==> src/rtl/uart_rx_deser.sv <==
// UART 8N1 receive deserializer feeding the UART loader stage.
// Define UART_RX_PARITY_EN to build the 8E1 variant with parity checking.
module uart_rx_deser #(
    parameter int CLKS_PER_BIT = 868
) (
    input  logic       clk_i,
    input  logic       rst_i,
    input  logic       rx_i,
    output logic [7:0] uart_byte_o,
    output logic       uart_valid_o,
    output logic       frame_err_o,
    output logic       parity_err_o,
    output logic       busy_o
);

    localparam int CW = $clog2(CLKS_PER_BIT);
    localparam logic [CW-1:0] HALF = CW'(CLKS_PER_BIT / 2 - 1);
    localparam logic [CW-1:0] LAST = CW'(CLKS_PER_BIT - 1);

    typedef enum logic [2:0] {
        IDLE,
        START,
        DATA,
`ifdef UART_RX_PARITY_EN
        PARITY,
`endif
        STOP,
        WAIT_IDLE
    } state_t;

    state_t        state, state_n;
    logic [CW-1:0] cnt, cnt_n;
    logic [2:0]    bit_idx, idx_n;
    logic [7:0]    shift, shift_n;
    logic          sync1, rx_s;
    logic          fire_v, fire_v_n;
    logic          fire_f, fire_f_n;
`ifdef UART_RX_PARITY_EN
    logic          perr_pend, perr_n;
    logic          fire_p, fire_p_n;
    logic          perr_q;
`endif

    always_ff @(posedge clk_i) begin
        if (rst_i) begin
            sync1        <= 1'b1;
            rx_s         <= 1'b1;
            state        <= IDLE;
            cnt          <= '0;
            bit_idx      <= '0;
            shift        <= '0;
            fire_v       <= 1'b0;
            fire_f       <= 1'b0;
            uart_byte_o  <= '0;
            uart_valid_o <= 1'b0;
            frame_err_o  <= 1'b0;
        end else begin
            sync1        <= rx_i;
            rx_s         <= sync1;
            state        <= state_n;
            cnt          <= cnt_n;
            bit_idx      <= idx_n;
            shift        <= shift_n;
            fire_v       <= fire_v_n;
            fire_f       <= fire_f_n;
            uart_valid_o <= fire_v;
            frame_err_o  <= fire_f;
            if (fire_v) uart_byte_o <= shift;
        end
    end

`ifdef UART_RX_PARITY_EN
    always_ff @(posedge clk_i) begin
        if (rst_i) begin
            perr_pend <= 1'b0;
            fire_p    <= 1'b0;
            perr_q    <= 1'b0;
        end else begin
            perr_pend <= perr_n;
            fire_p    <= fire_p_n;
            perr_q    <= fire_p;
        end
    end
    assign parity_err_o = perr_q;
`else
    assign parity_err_o = 1'b0;
`endif

    assign busy_o = (state != IDLE);

    always_comb begin
        state_n  = state;
        cnt_n    = cnt;
        idx_n    = bit_idx;
        shift_n  = shift;
        fire_v_n = 1'b0;
        fire_f_n = 1'b0;
`ifdef UART_RX_PARITY_EN
        perr_n   = perr_pend;
        fire_p_n = 1'b0;
`endif
        unique case (state)
            IDLE: begin
                if (!rx_s) begin
                    state_n = START;
                    cnt_n   = '0;
`ifdef UART_RX_PARITY_EN
                    perr_n  = 1'b0;
`endif
                end
            end
            START: begin
                if (cnt == HALF) begin
                    if (rx_s) begin
                        state_n = IDLE;
                    end else begin
                        state_n = DATA;
                        cnt_n   = '0;
                        idx_n   = '0;
                    end
                end else begin
                    cnt_n = cnt + 1'b1;
                end
            end
            DATA: begin
                if (cnt == LAST) begin
                    cnt_n            = '0;
                    shift_n[bit_idx] = rx_s;
                    idx_n            = bit_idx + 3'd1;
                    if (bit_idx == 3'd7) begin
`ifdef UART_RX_PARITY_EN
                        state_n = PARITY;
`else
                        state_n = STOP;
`endif
                    end
                end else begin
                    cnt_n = cnt + 1'b1;
                end
            end
`ifdef UART_RX_PARITY_EN
            PARITY: begin
                if (cnt == LAST) begin
                    cnt_n   = '0;
                    perr_n  = (rx_s != ^shift);
                    state_n = STOP;
                end else begin
                    cnt_n = cnt + 1'b1;
                end
            end
`endif
            STOP: begin
                // Leave mid-stop-bit so an abutting start bit is caught
                if (cnt == LAST) begin
                    cnt_n = '0;
                    if (!rx_s) begin
                        fire_f_n = 1'b1;
                        state_n  = WAIT_IDLE;
`ifdef UART_RX_PARITY_EN
                    end else if (perr_pend) begin
                        fire_p_n = 1'b1;
                        state_n  = IDLE;
`endif
                    end else begin
                        fire_v_n = 1'b1;
                        state_n  = IDLE;
                    end
                end else begin
                    cnt_n = cnt + 1'b1;
                end
            end
            WAIT_IDLE: begin
                if (rx_s) state_n = IDLE;
            end
            default: state_n = IDLE;
        endcase
    end

endmodule
==> config.mk <==
export PLATFORM = sky130hd
export DESIGN_NAME = uart_rx_deser
export DESIGN_NICKNAME = d
export VERILOG_FILES = /design/src/rtl/uart_rx_deser.sv
export SDC_FILE = /design/constraint.sdc
export NUM_CORES = 1
export LEC_CHECK = 0
export CELL_PAD_IN_SITES_DETAIL_PLACEMENT = 2
export CELL_PAD_IN_SITES_GLOBAL_PLACEMENT = 2
export CORE_MARGIN = 2
export CORE_UTILIZATION = 36
export DETAILED_ROUTE_END_ITERATION = 8
export PLACE_DENSITY_LB_ADDON = 0.3
export SYNTH_ARGS = -nofsm -noshare
export SYNTH_HDL_FRONTEND = slang
export SYNTH_SLANG_ARGS = --single-unit
==> constraint.sdc <==
create_clock -name clk_i -period 2.4 [get_ports clk_i]
set_input_delay 0.36 -clock clk_i [delete_from_list [all_inputs] [get_ports clk_i]]
set_output_delay 0.36 -clock clk_i [all_outputs]
set_load 0.03 [all_outputs]
==> out/qor.tcl, run 1 <==
set qor(setup.worst_path.end_class) {flip-flop}
set qor(timing.critical_path.max_delay_family) {simple AND/OR/NAND/NOR gates}
set qor(r2r-start) {cnt[8]}
set qor(routed-via-count) 1601
set qor(route.final.wire_length_um) 5450
set qor(path_clk_slew_ns) 0.08
set qor(synth_largest_area_cell) {sky130_fd_sc_hd__dfxtp_1}
set qor(setup_tns_ns) 0
set qor(synth.net_count) 208
set qor(peakVddDrop_v) 0.000307
set qor(startpoint_type) {flip-flop}
set qor(numPortBuffers) 13
set qor(track_usage) 0.214
set qor(synth_cell_type_count) 52
set qor(final_cell_mix) {sky130_fd_sc_hd__dfxtp_1 (38), sky130_fd_sc_hd__nor2_1 (26), sky130_fd_sc_hd__mux2i_1 (17), sky130_fd_sc_hd__nand2_1 (16), sky130_fd_sc_hd__clkdlybuf4s50_1 (13)}
set qor(upper_clock_frequency_limit_ghz) 0.442
set qor(syn_area_um2) 1840
set qor(maxSlewViolCount) 0
set qor(cts_post_setup_buffers_inserted) 0
set qor(slowest_delay_ns) 0.51
set qor(p_leak_uw) 0.000814
set qor(worst_hold_class) {flip-flop to flip-flop}
set qor(synth_seq_area_share) 0.412
set qor(detail_route.drc_violations) 0
set qor(final.setup_skew_ns) 0.00553
set qor(rsz0062_at_grt) {false}
set qor(fin_crit_sh) 0.944
set qor(yosysTopAreaCellShare) 0.412
set qor(max-clock-path-buffers) 2
set qor(dpl.hpwl_um) 3850
set qor(floorplan.rows) 26
set qor(finalSetupViolations) 0
set qor(clock_insertion_delay_worst_skew_ns) 0.30
set qor(powerDensity_nw_per_um2) 540
set qor(drt_first_pass_iters) 4
set qor(report.final.hold_viol_count) 0
set qor(power_after_layout_uw) 1170
set qor(antenna_left) 0
set qor(required_ns) 2.57
set qor(crit_path_top_delay_cell) {sky130_fd_sc_hd__or3b_1}
set qor(first_global_vias) 1711
set qor(drt-initial-drc-count) 98
set qor(worst_path_cell_chain) {or3b_1, or3_4, a32o_1, a41oi_1, a31oi_1}
set qor(synth-seq-cells) 38
set qor(period_minus_ws_final_ns) 2.26
set qor(yosys_warnings) 0
set qor(ys_top_cells_by_area) {sky130_fd_sc_hd__dfxtp_1 (41%), sky130_fd_sc_hd__mux2i_1 (9.2%), sky130_fd_sc_hd__nor2_1 (5.3%), sky130_fd_sc_hd__ha_1 (3.4%), sky130_fd_sc_hd__nand2_1 (3.3%)}
set qor(cts-buffers-inserted) 5
set qor(synthesis.instances) 200
set qor(path_buf_inv) 0
set qor(ys.flop_type) {sky130_fd_sc_hd__dfxtp_1}
set qor(via_per_inst) 5.56
set qor(core_outline_area_um2) 5010
set qor(timing_worst_slew_pin_value_ns) 0.618
set qor(most_frequent_standard_cell_in_the_layout_excluding_fill_and_tap_cells) {sky130_fd_sc_hd__dfxtp_1}
set qor(worst_hold_path.endpoint) {rx_s}
set qor(global_route_wire_length_before_repair_um) 8910
set qor(drive_above_1_share) 0.133
set qor(grt_antenna_before_repair) 0
set qor(synth_enable_flop_cells) 0
set qor(design.die.area_um2) 5710
set qor(initial_utilization) 0.368
set qor(antenna_cells) 0
set qor(synth_async_sr_flop_share) 0
set qor(setup.worst_path.class) {flip-flop to flip-flop}
set qor(finalWeightedCongestion) 0.977
set qor(slew_headroom) 0.588
set qor(die-height_um) 75.6
set qor(htree_num_levels) 2
set qor(ctsRootBufferMaster) {sky130_fd_sc_hd__clkbuf_8}
set qor(timing.reg2reg.setup_slack_ns) 0.14
set qor(status) {finished, final reports clean}
set qor(reg2reg_to) {cnt[4]}
set qor(max_cap_violations) 0
set qor(tritoncts) {built}
set qor(floorplan.die.width_um) 75.6
set qor(io_pins) 15
set qor(routed_len_inst_um) 18.9
set qor(syn_avg_cell_area_um2) 9.22
set qor(area_growth_syn_to_layout_pct) 17.4
set qor(maximum_number_of_pins_on_one_net_before_global_route_repair) 33
set qor(hold_depth) 1
set qor(min-delay-start) {sync1}
set qor(critPathMaxFanout) 9
set qor(clock_sinks) 38
set qor(numnets_final) 225
set qor(worstPathArrival_ns) 2.43
set qor(ff2ff_path_depth) 5
set qor(grt-ovfl-total) 0
set qor(n_fill_cell) 578
worst max path at each step:
stage	from	end	slack, ns	cells after the start
2_1_floorplan	cnt[8]	cnt[5]	0.37	7
3_3_place_gp	cnt[8]	cnt[5]	0.29	5
3_5_place_dp	cnt[8]	cnt[4]	0.16	5
6_report	cnt[8]	cnt[4]	0.14	5
4_1_cts	cnt[8]	state[0]	0.14	5
5_1_grt	cnt[0]	cnt[5]	0.03	6
worst register-to-register path, delay by kind of cell, from the launching register on:
family,cells,cell delay (ns)
flip-flops,1,0.45
AO/OA/AOI/OAI,3,0.74
AND/OR/NAND/NOR,2,0.95
cells by family after synthesis:
family	share of synthesized area
other cells	0.00203
mux	0.0923
fa+ha+maj	0.0339
simple gates	0.265
xor+xnor	0.00950
buf+inv	0.0407
flops	0.412
compound gates	0.144
metrics by stage:
step | hold slack [ns] | utilization | setup WS (ns) | cells | area [um^2]
floorplan | 0.389 | - | 0.375 | 200 | 1840
global placement | 0.395 | 0.412 | 0.288 | 280 | 2070
detailed placement | 0.408 | 0.412 | 0.163 | 280 | 2070
CTS | 0.427 | 0.431 | 0.139 | 288 | 2160
global route | 0.434 | 0.432 | 0.0293 | 288 | 2170
finish | 0.421 | 0.432 | 0.135 | 288 | 2170
final cells by class:
class / count / area (um^2) / share of cell area
inverters: 3 / 11.3 / 0.00520
clock buffers: 6 / 82.6 / 0.0381
multi-input cells: 147 / 1010 / 0.468
repair buffers: 22 / 198 / 0.0913
flip-flops and latches: 38 / 761 / 0.351
well taps: 70 / 87.6 / 0.0404
clock inverters: 2 / 12.5 / 0.00578
synthesized netlist by cell type, types with 2 or more instances:
library cell / number
sky130_fd_sc_hd__nor3b_1: 6
sky130_fd_sc_hd__a21oi_1: 5
sky130_fd_sc_hd__nor2b_1: 3
sky130_fd_sc_hd__a31oi_1: 4
sky130_fd_sc_hd__ha_1: 5
sky130_fd_sc_hd__or2_2: 2
sky130_fd_sc_hd__a41oi_1: 2
sky130_fd_sc_hd__inv_1: 3
sky130_fd_sc_hd__nand4b_1: 4
sky130_fd_sc_hd__a22o_2: 2
sky130_fd_sc_hd__clkbuf_1: 8
sky130_fd_sc_hd__mux2i_1: 17
sky130_fd_sc_hd__o2111ai_1: 2
sky130_fd_sc_hd__o21ai_0: 5
sky130_fd_sc_hd__nand3_1: 7
sky130_fd_sc_hd__nor2_1: 26
sky130_fd_sc_hd__nor3_1: 4
sky130_fd_sc_hd__and4bb_2: 2
sky130_fd_sc_hd__dfxtp_1: 38
sky130_fd_sc_hd__nand2_1: 16
sky130_fd_sc_hd__and3_1: 3
sky130_fd_sc_hd__buf_6: 2
sky130_fd_sc_hd__a211oi_1: 3
sky130_fd_sc_hd__nand4_1: 2
sky130_fd_sc_hd__xnor2_1: 2
power by group:
group	switching (uW)	internal, uW	total (uW)
registers	6.37	634	640
logic	37.3	21.7	59.0
clock network	239	231	470
total	282	886	1170
registers in the layout, indices dropped and copies added, names as in the netlist, 3 cells and up:
register	cells
cnt	10
shift	8
uart_byte_o	8
bit_idx	3
state	3
per-layer routing:
metal,up-vias,part of all wire,global-route usage
met4,0,0.015,0.0721
met2,29,0.52,0.363
li1,758,-,-
met5,-,0,0
met3,9,0.029,0.0463
met1,805,0.43,0.270
repair_timing:
action | 4_1_cts | 5_1_grt
resized for setup | 0 | 1
hold buffers | 0 | 0
endpoints found under the setup margin | 0 | 1
No activity file was read; power rests on OpenSTA's default activity.
==> inputs of run 2 (changes only) <==
Clock period 2.4 ns to 2.5 ns, I/O delays scaled along.
==> out/qor.tcl, run 2 (synthesis gave the netlist of run 1 again) <==
set qor(slowest_delay_ns) 0.50 ;# about the same
set qor(worst_hold_class) {flip-flop to flip-flop}
set qor(drive_above_1_share) 0.116 ;# -0.0167
set qor(floorplan.rows) 26 ;# unchanged
set qor(track_usage) 0.202 ;# -0.0122
set qor(crit_path_top_delay_cell) {sky130_fd_sc_hd__or3b_1}
set qor(numPortBuffers) 13 ;# unchanged
set qor(via_per_inst) 5.55 ;# -0.21%
set qor(upper_clock_frequency_limit_ghz) 0.448 ;# +1.4%
set qor(clock_insertion_delay_worst_skew_ns) 0.29 ;# about the same
set qor(slew_headroom) 0.587 ;# about the same
set qor(initial_utilization) 0.368 ;# unchanged
set qor(finalSetupViolations) 0 ;# unchanged
set qor(grt-ovfl-total) 0 ;# unchanged
set qor(routed_len_inst_um) 18.0 ;# -4.7%
set qor(path_clk_slew_ns) 0.08 ;# about the same
set qor(status) {finished, final reports clean}
set qor(route.final.wire_length_um) 5140 ;# -5.7%
set qor(area_growth_syn_to_layout_pct) 18.5
set qor(post-place-cells) 277 ;# -1.1%
set qor(timing.critical_path.max_delay_family) {simple AND/OR/NAND/NOR gates}
set qor(setup.worst_path.end_class) {flip-flop}
set qor(final-instance-count-excl-fill) 285 ;# -1.0%
set qor(antenna_cells) 0 ;# unchanged
set qor(tritoncts) {built}
set qor(powerDensity_nw_per_um2) 605 ;# +12%
set qor(global_route_wire_length_before_repair_um) 8540 ;# -4.3%
set qor(startpoint_type) {flip-flop}
set qor(max_reg_flops) 10 ;# unchanged
set qor(path_buf_inv) 0 ;# unchanged
set qor(rsz0062_at_grt) {false}
set qor(post_cts.resized_instances) 0 ;# unchanged
set qor(fin_crit_sh) 0.894 ;# -0.0500
set qor(detail_route.drc_violations) 0 ;# unchanged
set qor(final.setup_skew_ns) 0.00391 ;# -0.00162 ns
set qor(htree_num_levels) 2 ;# unchanged
set qor(max_cap_violations) 0 ;# unchanged
set qor(dpl.hpwl_um) 3650 ;# -5.1%
set qor(worst_path_cell_chain) {or3b_1, or3_4, a32o_1, a41oi_1, a31oi_1}
set qor(grt_antenna_before_repair) 0 ;# unchanged
set qor(io_pins) 15 ;# unchanged
set qor(design.die.area_um2) 5710 ;# unchanged
set qor(worstPathArrival_ns) 2.41 ;# -0.02 ns
set qor(registers.top_by_ff_count) {cnt}
set qor(drt-initial-drc-count) 66 ;# -33%
set qor(timing.reg2reg.setup_slack_ns) 0.27 ;# +0.13 ns
set qor(maximum_number_of_pins_on_one_net_before_global_route_repair) 33 ;# unchanged
set qor(timing_worst_slew_pin_value_ns) 0.614 ;# -0.00323 ns
set qor(floorplan.die.width_um) 75.6 ;# unchanged
set qor(setup_tns_ns) 0 ;# unchanged
set qor(finalWeightedCongestion) 0.920 ;# -5.9%
set qor(peakVddDrop_v) 0.000376 ;# +23%
set qor(routed-via-count) 1581 ;# -1.2%
set qor(final_cell_mix) {sky130_fd_sc_hd__dfxtp_1 (38), sky130_fd_sc_hd__nor2_1 (26), sky130_fd_sc_hd__mux2i_1 (17), sky130_fd_sc_hd__nand2_1 (16), sky130_fd_sc_hd__clkdlybuf4s50_1 (13)}
set qor(core_outline_area_um2) 5010 ;# unchanged
set qor(antenna_left) 0 ;# unchanged
set qor(numnets_final) 222 ;# -1.3%
set qor(cts_post_setup_buffers_inserted) 0 ;# unchanged
set qor(report.final.hold_viol_count) 0 ;# unchanged
set qor(p_leak_uw) 0.000823 ;# +1.1%
set qor(required_ns) 2.67 ;# +0.10 ns
set qor(maxSlewViolCount) 0 ;# unchanged
set qor(clock_sinks) 38 ;# unchanged
set qor(die-height_um) 75.6 ;# unchanged
set qor(period_minus_ws_final_ns) 2.23 ;# -0.0307 ns
set qor(postCtsHoldBufs) 0 ;# unchanged
set qor(max-clock-path-buffers) 2 ;# unchanged
set qor(setup.worst_path.class) {flip-flop to flip-flop}
set qor(largest_registers) {cnt: 10 flops, shift: 8 flops, uart_byte_o: 8 flops}
set qor(critPathMaxFanout) 9 ;# unchanged
set qor(most_frequent_standard_cell_in_the_layout_excluding_fill_and_tap_cells) {sky130_fd_sc_hd__dfxtp_1}
set qor(cts-buffers-inserted) 5 ;# unchanged
set qor(ctsRootBufferMaster) {sky130_fd_sc_hd__clkbuf_8}
set qor(first_global_vias) 1635 ;# -4.4%
set qor(drt_first_pass_iters) 6 ;# +2
==> run 2: cell count changes in the layout (fill, tap and decap cells not counted) <==
cell,before,now
sky130_fd_sc_hd__clkinvlp_4,1,0
sky130_fd_sc_hd__nor3_2,1,0
sky130_fd_sc_hd__buf_4,9,6
sky130_fd_sc_hd__nor3_1,3,4
sky130_fd_sc_hd__bufinv_16,0,2
sky130_fd_sc_hd__clkinv_2,1,0
==> run 2: layout make-up <==
cell class / instances / area [um^2]
sequential: 38 / 761
tap: 70 / 87.6
timing repair buffer: 19 / 175
inverter: 3 / 11.3
clock inverter: 2 / 60.1
multi-input combinational: 147 / 1010
fill: 568 / 2820
clock buffer: 6 / 82.6
==> run 2: path summary, 6_finish.rpt <==
path,startpoint,to,depth (start not counted)
setup / recovery,cnt[8],cnt[4],5
hold / removal,sync1,rx_s,1
setup reg to reg,cnt[8],cnt[4],5
hold reg to reg,sync1,rx_s,1
==> run 2: metrics by stage <==
step / setup slack [ns] / total power [uW] / hold WS, ns / instance area (um^2) / util
after global placement: 0.346 / 679 / 0.392 / 2040 / 0.408
final: 0.266 / 1320 / 0.415 / 2190 / 0.436
after global routing: 0.0418 / 1370 / 0.463 / 2190 / 0.436
after detailed placement: 0.284 / 682 / 0.396 / 2040 / 0.408
after CTS: 0.255 / 1340 / 0.419 / 2190 / 0.436
after floorplan: 0.475 / 663 / 0.389 / 1840 / -
==> run 2: routing by layer <==
layer | part of all wire | GRT usage | up-vias
li1 | - | - | 760
met1 | 0.45 | 0.253 | 784
met2 | 0.51 | 0.342 | 29
met3 | 0.030 | 0.0423 | 8
met4 | 0.018 | 0.0741 | 0
met5 | 0 | 0 | -
==> run 2: power by group <==
part	switching (uW)	leakage, uW	internal, uW
registers	6.03	0.000307	608
clock network	227	0.0000714	426
logic	34.4	0.000445	19.9
total	268	0.000823	1050
